### src/rtl/skinny_tweakey_pkg.sv
// -----------------------------------------------------------------------------
// skinny_tweakey_pkg
// Shared definitions for the SKINNY tweakey schedule:
//   - tk_state_e  : schedule FSM states (IDLE waiting for a master tweakey,
//                   RUN presenting round tweakeys)
//   - PERM        : cell permutation, out[i] = in[PERM[i]]
//   - lfsr_tk2_*  : per-cell LFSR applied to TK2 cells 8..15 (W = 8 / 4)
//   - lfsr_tk3_*  : per-cell LFSR applied to TK3 cells 8..15 (W = 8 / 4)
// No ports (package).
// -----------------------------------------------------------------------------
package skinny_tweakey_pkg;

    typedef enum logic {
        ST_IDLE = 1'b0,
        ST_RUN  = 1'b1
    } tk_state_e;

    localparam int unsigned PERM [16] = '{8, 9, 10, 11, 12, 13, 14, 15,
                                          4, 3, 1, 5, 2, 7, 0, 6};

    // TK2: shift left, feedback x7 ^ x5 into bit 0
    function automatic logic [7:0] lfsr_tk2_w8(input logic [7:0] x);
        return {x[6:0], x[7] ^ x[5]};
    endfunction

    // TK2 (4-bit cells): shift left, feedback x3 ^ x2 into bit 0
    function automatic logic [3:0] lfsr_tk2_w4(input logic [3:0] x);
        return {x[2:0], x[3] ^ x[2]};
    endfunction

    // TK3: shift right, feedback x0 ^ x6 into bit 7
    function automatic logic [7:0] lfsr_tk3_w8(input logic [7:0] x);
        return {x[0] ^ x[6], x[7:1]};
    endfunction

    // TK3 (4-bit cells): shift right, feedback x0 ^ x3 into bit 3
    function automatic logic [3:0] lfsr_tk3_w4(input logic [3:0] x);
        return {x[0] ^ x[3], x[3:1]};
    endfunction

endpackage

### src/rtl/tweakey_word_update.sv
// -----------------------------------------------------------------------------
// tweakey_word_update
// One combinational round update of a single 16-cell tweakey word: cell
// permutation followed, for TK2/TK3, by the cell LFSR on cells 8..15.
// Parameters:
//   W        : cell width (4 or 8)
//   WORD_IDX : 0 = TK1 (permute only), 1 = TK2, 2 = TK3
// Ports:
//   word_in  [16*W-1:0] : current word, cell k at bits [(k+1)W-1:kW]
//   word_out [16*W-1:0] : updated word, same layout
// -----------------------------------------------------------------------------
module tweakey_word_update
    import skinny_tweakey_pkg::*;
#(
    parameter int W        = 8,
    parameter int WORD_IDX = 0
) (
    input  logic [16*W-1:0] word_in,
    output logic [16*W-1:0] word_out
);

    function automatic logic [W-1:0] lfsr_cell(input logic [W-1:0] x);
        logic [7:0] y;
        y = '0;
        if (WORD_IDX == 1) begin
            y = (W == 8) ? lfsr_tk2_w8(8'(x)) : {4'b0, lfsr_tk2_w4(x[3:0])};
        end else if (WORD_IDX == 2) begin
            y = (W == 8) ? lfsr_tk3_w8(8'(x)) : {4'b0, lfsr_tk3_w4(x[3:0])};
        end else begin
            y = 8'(x);
        end
        return y[W-1:0];
    endfunction

    logic [W-1:0] perm_cell [16];

    for (genvar i = 0; i < 16; i++) begin : g_cell
        assign perm_cell[i] = word_in[PERM[i]*W +: W];
        // Only the upper half of TK2/TK3 runs through the LFSR
        if (i < 8 || WORD_IDX == 0) begin : g_plain
            assign word_out[i*W +: W] = perm_cell[i];
        end else begin : g_lfsr
            assign word_out[i*W +: W] = lfsr_cell(perm_cell[i]);
        end
    end

endmodule

### src/rtl/skinny_tweakey_sched.sv
// -----------------------------------------------------------------------------
// skinny_tweakey_sched
// SKINNY tweakey schedule. Loads a master tweakey (TK1..TKn) and presents one
// round tweakey per handshake, advancing all words by one round each time.
// Optional feature macro: TWEAKEY_REWIND_EN -- keeps a shadow of the master
// tweakey so that 'rewind' restarts the schedule at round 0.
// Ports:
//   clk, rst          : clock (rising edge), synchronous active-high reset
//   tk_in             : master tweakey, NTK*16*W bits, TK1 in the LSB word
//   load_valid/ready  : master tweakey load handshake (ready only in IDLE)
//   rtk               : round tweakey, cells 8..15 of all words XORed
//   rtk_valid/ready   : round tweakey handshake (valid only in RUN)
//   round             : index of the presented round tweakey
//   last              : presented round is ROUNDS-1
//   rewind            : restart at round 0 (ignored unless TWEAKEY_REWIND_EN)
// -----------------------------------------------------------------------------
module skinny_tweakey_sched
    import skinny_tweakey_pkg::*;
#(
    parameter int W      = 8,
    parameter int NTK    = 3,
    parameter int ROUNDS = 56
) (
    input  logic                  clk,
    input  logic                  rst,
    input  logic [NTK*16*W-1:0]   tk_in,
    input  logic                  load_valid,
    output logic                  load_ready,
    output logic [8*W-1:0]        rtk,
    output logic                  rtk_valid,
    input  logic                  rtk_ready,
    output logic [5:0]            round,
    output logic                  last,
    input  logic                  rewind
);

    localparam int         WORD_BITS  = 16 * W;
    localparam int         TK_BITS    = NTK * WORD_BITS;
    localparam logic [5:0] LAST_ROUND = 6'(ROUNDS - 1);

    tk_state_e          state_q, state_d;
    logic [5:0]         round_q, round_d;
    logic [TK_BITS-1:0] tk_q, tk_d;
    logic [TK_BITS-1:0] tk_next;

    logic load_fire;
    logic rtk_fire;
    logic rewind_fire;

    for (genvar w = 0; w < NTK; w++) begin : g_word
        tweakey_word_update #(
            .W        (W),
            .WORD_IDX (w)
        ) u_word_update (
            .word_in  (tk_q[w*WORD_BITS +: WORD_BITS]),
            .word_out (tk_next[w*WORD_BITS +: WORD_BITS])
        );
    end

    assign load_ready = (state_q == ST_IDLE);
    assign rtk_valid  = (state_q == ST_RUN);
    assign load_fire  = load_valid && load_ready;
    assign rtk_fire   = rtk_valid && rtk_ready;
    assign round      = round_q;
    assign last       = rtk_valid && (round_q == LAST_ROUND);

`ifdef TWEAKEY_REWIND_EN
    logic [TK_BITS-1:0] shadow_q, shadow_d;

    assign rewind_fire = rewind && rtk_valid;

    always_comb begin
        shadow_d = shadow_q;
        if (load_fire) begin
            shadow_d = tk_in;
        end
    end

    always_ff @(posedge clk) begin
        if (rst) begin
            shadow_q <= '0;
        end else begin
            shadow_q <= shadow_d;
        end
    end
`else
    logic unused_rewind;
    assign unused_rewind = rewind;
    assign rewind_fire   = 1'b0;
`endif

    // Rewind takes priority over a simultaneous round-tweakey handshake
    always_comb begin
        state_d = state_q;
        round_d = round_q;
        tk_d    = tk_q;
        if (load_fire) begin
            tk_d    = tk_in;
            round_d = '0;
            state_d = ST_RUN;
        end else if (rewind_fire) begin
`ifdef TWEAKEY_REWIND_EN
            tk_d    = shadow_q;
`endif
            round_d = '0;
        end else if (rtk_fire) begin
            if (round_q == LAST_ROUND) begin
                state_d = ST_IDLE;
            end else begin
                tk_d    = tk_next;
                round_d = round_q + 6'd1;
            end
        end
    end

    always_ff @(posedge clk) begin
        if (rst) begin
            state_q <= ST_IDLE;
            round_q <= '0;
            tk_q    <= '0;
        end else begin
            state_q <= state_d;
            round_q <= round_d;
            tk_q    <= tk_d;
        end
    end

    // Round tweakey: XOR of the upper eight cells of every word
    always_comb begin
        rtk = '0;
        for (int w = 0; w < NTK; w++) begin
            rtk = rtk ^ tk_q[w*WORD_BITS + 8*W +: 8*W];
        end
    end

endmodule

### config.mk
export PLATFORM = sky130hd
export DESIGN_NAME = skinny_tweakey_sched
export DESIGN_NICKNAME = d
export VERILOG_FILES = /design/src/rtl/skinny_tweakey_pkg.sv /design/src/rtl/tweakey_word_update.sv /design/src/rtl/skinny_tweakey_sched.sv
export SDC_FILE = /design/constraint.sdc
export NUM_CORES = 1
export LEC_CHECK = 0
export ABC_AREA = 0
export CORE_MARGIN = 2
export CORE_UTILIZATION = 49
export DETAILED_ROUTE_END_ITERATION = 10
export PLACE_DENSITY = 0.8
export SLEW_MARGIN = 20
export SYNTH_ARGS = -nofsm -noshare
export SYNTH_HDL_FRONTEND = slang
export SYNTH_SLANG_ARGS = --single-unit
### constraint.sdc
create_clock -name clk -period 2 [get_ports clk]
set_input_delay 0.4 -clock clk [delete_from_list [all_inputs] [get_ports clk]]
set_output_delay 0.4 -clock clk [all_outputs]
set_load 0.005 [all_outputs]
[Yosys cells after proc, flatten, opt, wreduce, memory -nomap -nowiden]
Index checks and enable logic that the tools add are counted.
Storage, ports and cells
  flip-flop bits (word level): 391
  input bits: 389
  logic and storage cells: 41
Operators by class
  add/subtract/negate cells: 1
  equal/unequal tests: 2
  muxes and demuxes: 6
  bitwise gates (word level): 20
  reductions and logical operators: 9
Operators with widths (number)
  $mux W384: 3
  $xor A64 B64 Y64: 2
  $xor A1 B1 Y1: 16
  $add A6 B1 Y6 const B: 1
  $eq A6 B6 Y1 const B: 1
  $reduce_and A2 Y1: 3
  $reduce_bool A2 Y1: 2
  $logic_and A1 B1 Y1: 3
  $mux W1: 3
  $ne A2 B2 Y1 const B: 1
  $not A1 Y1: 2
  $reduce_or A2 Y1: 1

[Depth between registers and ports, before layout]
Gate-level depths: netlist of the first run.
  depth in word-level cells: 4
  depth in mapped cells: 8
  depth with buffers taken out: 5

[By module]
Synthesis of the first run repeated with hierarchy kept, for this count alone.
Unflattened totals
  cells, all modules: 2735
  area total of the unflattened synthesis: 25009.0 µm²
Modules (own cells, without submodules)
  skinny_tweakey_sched: times used 1, cells an instance 2351, area an instance 22106.2 µm²
  tweakey_word_update at g_word[1].u_word_update ...: times used 2, cells an instance 128, area an instance 970.9 µm²
  tweakey_word_update at g_word[0].u_word_update: times used 1, cells an instance 128, area an instance 960.9 µm²

[Worst setup path before layout of the first run]
Ideal clock, no wire load.
  path type: reg2reg
  start: reg round_q[0] (netlist: round[0])
  end: reg tk_q[110]
  library setup time: 0.091 ns
  data arrival time: 1.587 ns
  required time: 1.909 ns
  setup slack: 0.322 ns
  cell stages (with the launch flop): 8
  path buffers: 2
  path through: dfxtp_1 ha_1 and2_1 a31oi_4 buf_2 buf_2 nor2_1 a311oi_1
On the way
  word-level cells in the longest chain between the ends: 3
RTL lines
  start, declared: line skinny_tweakey_sched.sv:42  | logic [5:0] round_q, round_d;
  start signal, assigned: line skinny_tweakey_sched.sv:123  | round_q <= round_d;
  $eq A6 B6 Y1: line skinny_tweakey_sched.sv:107  | if (round_q == LAST_ROUND) begin
  $ne A2 B2 Y1 (no source line)
  $reduce_and A2 Y1 (no source line)
  end signal, assigned: line skinny_tweakey_sched.sv:124  | tk_q <= tk_d;
  end, declared: line skinny_tweakey_sched.sv:43  | logic [TK_BITS-1:0] tk_q, tk_d;
Every way passes these cells.
A chain may end at the register's enable or synchronous reset.

[Final worst setup path of the first run]
  start: reg tk_q[329]
  end: out rtk[9]
On the way
  word-level cells in the longest chain between the ends: 1
RTL lines
  $xor A64 B64 Y64: line skinny_tweakey_sched.sv:132  | rtk = rtk ^ tk_q[w*WORD_BITS + 8*W +: 8*W];
  end, declared: line skinny_tweakey_sched.sv:29  | output logic [8*W-1:0] rtk,
Every way passes these cells.

==> impl_metrics.env, run 1 <==
export IMPL_power_density_mw_per_mm2=836.8
export IMPL_placed_cells=2943
export IMPL_die_area_mm2=0.03745
export IMPL_gr_usage_all_layers_pct=34.55
export IMPL_p_seq_share_pct=42.7
export IMPL_syn_avg_cell_area_um2=8.556
export IMPL_ys_seq_area_share_pct=44.47
export IMPL_slowest_stage="dfxtp_1"
export IMPL_combPwrFrac_pct=20.4
export IMPL_dpl_instance_area_mm2=0.02347
export IMPL_cts_reportedPaths_clkPinSlew_ns=0.06
export IMPL_drive_gt1_share_pct=15.24
export IMPL_grt_max_degree=123
export IMPL_fp_coreArea_mm2=0.03548
export IMPL_dr_pass1_iters=6
export IMPL_cts_buffers=42
export IMPL_switching_power_mw=5.853
export IMPL_area_growth_pct=44.79
export IMPL_netlist_area_mm2=0.01760
export IMPL_drcViolationCount=0
export IMPL_ys_seq_elements=391
export IMPL_antenna_found_initial=1
export IMPL_root_buffer="clkbuf_16"
export IMPL_start_kind="register"
export IMPL_rsz0062_at_grt="yes"
export IMPL_post_route_util_pct=71.82
export IMPL_final_common_cell="nand2_1"
export IMPL_drtIter0Drc=1460
export IMPL_internal_power_mw=15.47
export IMPL_gp_congestion=0.9550
export IMPL_p_clk_share_pct=36.9
export IMPL_wire_per_inst_um=22.24
export IMPL_design_area_mm2=0.02548
export IMPL_critPathMaxStageDelay_ns=0.35
export IMPL_clock_sinks=391
export IMPL_cp_data_arrival_time_ns=1.59
export IMPL_first_global_vias=16813
export IMPL_finClkSkew_ns=0.01506
export IMPL_synth_cells=2057
export IMPL_fin_crit_ns=1.991
export IMPL_synth_edf_count=0
export IMPL_path_class="reg -> out"
export IMPL_period_share_pct=99.57
export IMPL_path_max_fanout=3
export IMPL_start_util_pct=49.60
export IMPL_synth_cell_types=32
export IMPL_ctsLongestPathBuffers=3
export IMPL_setup_viol=0
export IMPL_postSynthNetCount=2447
export IMPL_end_kind="output pin"
export IMPL_instances_no_fill=3021
export IMPL_vias=17020
export IMPL_hold_class="in -> reg"
export IMPL_max_slew_worst_pin_slew_ns=0.5954
export IMPL_h_tree_depth=2
export IMPL_slew_viol_final=0
export IMPL_grt_overflow=0
export IMPL_grt_pass1_wl_mm=99.79
export IMPL_portBuffers=460
export IMPL_ir_drop_v=0.0005762
export IMPL_avgViaCountPerCell=5.634
export IMPL_async_flop_share_pct=0
export IMPL_slew_headroom_pct=60.31
export IMPL_synth_top_flop_cell="dfxtp_1"
export IMPL_totalWireLength_mm=67.18
export IMPL_swShare_pct=27.45
export IMPL_worstSkewPairLatency_ns=0.54
export IMPL_die_h_um=193.5
export IMPL_path_cells="xnor2_2, xnor2_1, dlygate4sd2_1"
export IMPL_clock_fmax_mhz=502.1
export IMPL_status="finished, final reports clean"
export IMPL_finalNetCount=2918
export IMPL_dp_hpwl_mm=51.22
export IMPL_ys_warn_count=0
export IMPL_ios=462
export IMPL_fp_dieW_um=193.5
export IMPL_maxCapViolCount=0
export IMPL_postRouteAntennaNets=0
export IMPL_layout_common_cells="nand2_1, clkdlybuf4s50_1, dfxtp_1, mux2i_1, o21ai_0"
export IMPL_cts_hold_buf=0
export IMPL_hold_viol=0
export IMPL_cp_data_required_time_ns=1.60
export IMPL_p_leak_nw=10.62
export IMPL_rows=69
export IMPL_cts_tree="built"
## timing repair
item	CTS	global route
endpoints found under the setup margin	65	27
buffers inserted	1	2
gates resized for setup	272	37
pin swaps	37	11
## per-stage QoR
stage               worst slack, ns  power (mW)  hold slack [ns]  setup TNS [ns]
global placement            -0.2095       13.42           0.4639          -34.19
CTS                        0.002347       21.28           0.1834               0
detailed placement          -0.3659       13.50           0.4710          -62.96
global route               -0.02190       22.03           0.2280        -0.03252
finish                     0.008551       21.32           0.2024               0
floorplan                    0.3219       10.89           0.4568               0
## critical path, delay by kind of cell, from the launching register on
family                    cells  cell delay [ns]
xor gates and xnor gates      2             0.43
buffers and inverters         1             0.28
DFF                           1             0.35
## power groups by stage
stage | clock network (mW) | registers [mW] | logic, mW
floorplan | 0 | 8.90 | 1.99
global placement | 0 | 9.16 | 4.26
detailed placement | 0 | 9.18 | 4.32
CTS | 7.90 | 9.09 | 4.29
global route | 8.24 | 9.16 | 4.63
finish | 7.86 | 9.11 | 4.35
## layer usage
metal	track usage [%]	up-vias	share of wire (%)
li1	-	8007	-
met1	42.58	7965	39
met2	58.06	876	47
met3	5.649	172	8.0
met4	18.29	0	6.1
met5	0	-	0
## final cells by class
class | instances | area, um2
fill | 2625 | 10000
multi-input combinational | 1499 | 9502
sequential | 391 | 7999
timing repair buffer | 593 | 5992
clock buffer | 70 | 1346
tap | 461 | 576.8
clock inverter | 5 | 61.31
inverter | 1 | 3.754
antenna | 1 | 2.502
## cells in the mapped netlist, types with 2 or more instances
master	number	area, um2
buf_6	21	236.5
a311oi_1	149	1305
and2_1	2	12.51
dfxtp_1	391	7828
a21oi_1	17	85.08
mux2i_1	220	2202
buf_2	38	190.2
buf_1	9	33.78
o211ai_1	16	120.1
nand4_1	2	12.51
o21ai_0	185	925.9
nand3_1	2	10.01
o21ai_1	36	180.2
clkbuf_1	94	352.8
xnor2_1	144	1261
nor2_1	157	589.3
nor3_1	2	10.01
nand2_1	552	2072
buf_4	4	30.03
xor2_1	3	26.28
a31o_2	2	17.52
## final timing paths
kind	slack, ns	depth (start not counted)	endpoint	startpoint
worst max-delay path	0.009	3	rtk[9]	tk_q[329]$_SDFFE_PP0P_
worst max register to register	0.07	8	tk_q[97]$_SDFFE_PP0P_	round[1]$_SDFFE_PP0P_
worst min register to register	0.47	2	tk_q[343]$_SDFFE_PP0P_	tk_q[343]$_SDFFE_PP0P_
worst min-delay path	0.20	2	tk_q[351]$_SDFFE_PP0P_	rst
## registers in the layout, indices dropped and copies added (netlist names)
name	count
round	6
rtk_valid	1
tk_q	384
## cell families after synthesis
group	Yosys count	share of synthesized area, %
AND/OR/NAND/NOR	724	15.69
XOR/XNOR	147	7.315
buffers and inverters	167	4.813
adder cells (fa/ha/maj)	1	0.07108
AO/OA/AOI/OAI	407	15.13
flip-flops	391	44.47
multiplexers	220	12.51
Power figures use the tool's default switching activity.
==> inputs of run 2 (changes only) <==
--- a/config.mk
+++ b/config.mk
@@ -9,6 +9,7 @@
 export CORE_MARGIN = 2
 export CORE_UTILIZATION = 49
 export DETAILED_ROUTE_END_ITERATION = 10
+export GPL_TIMING_DRIVEN = 1
 export PLACE_DENSITY = 0.8
 export SLEW_MARGIN = 20
 export SYNTH_ARGS = -nofsm -noshare
==> results of run 2 <==
The final DEF is identical to that of run 1; final timing and power are the same.
==> inputs of run 3 (changes only) <==
--- a/config.mk
+++ b/config.mk
@@ -11,7 +11,7 @@
 export DETAILED_ROUTE_END_ITERATION = 10
 export GPL_TIMING_DRIVEN = 1
 export PLACE_DENSITY = 0.8
-export SLEW_MARGIN = 20
+export SLEW_MARGIN = 5
 export SYNTH_ARGS = -nofsm -noshare
 export SYNTH_HDL_FRONTEND = slang
 export SYNTH_SLANG_ARGS = --single-unit
==> results of run 3 <==
The final DEF is identical to that of run 1; final timing and power are the same.
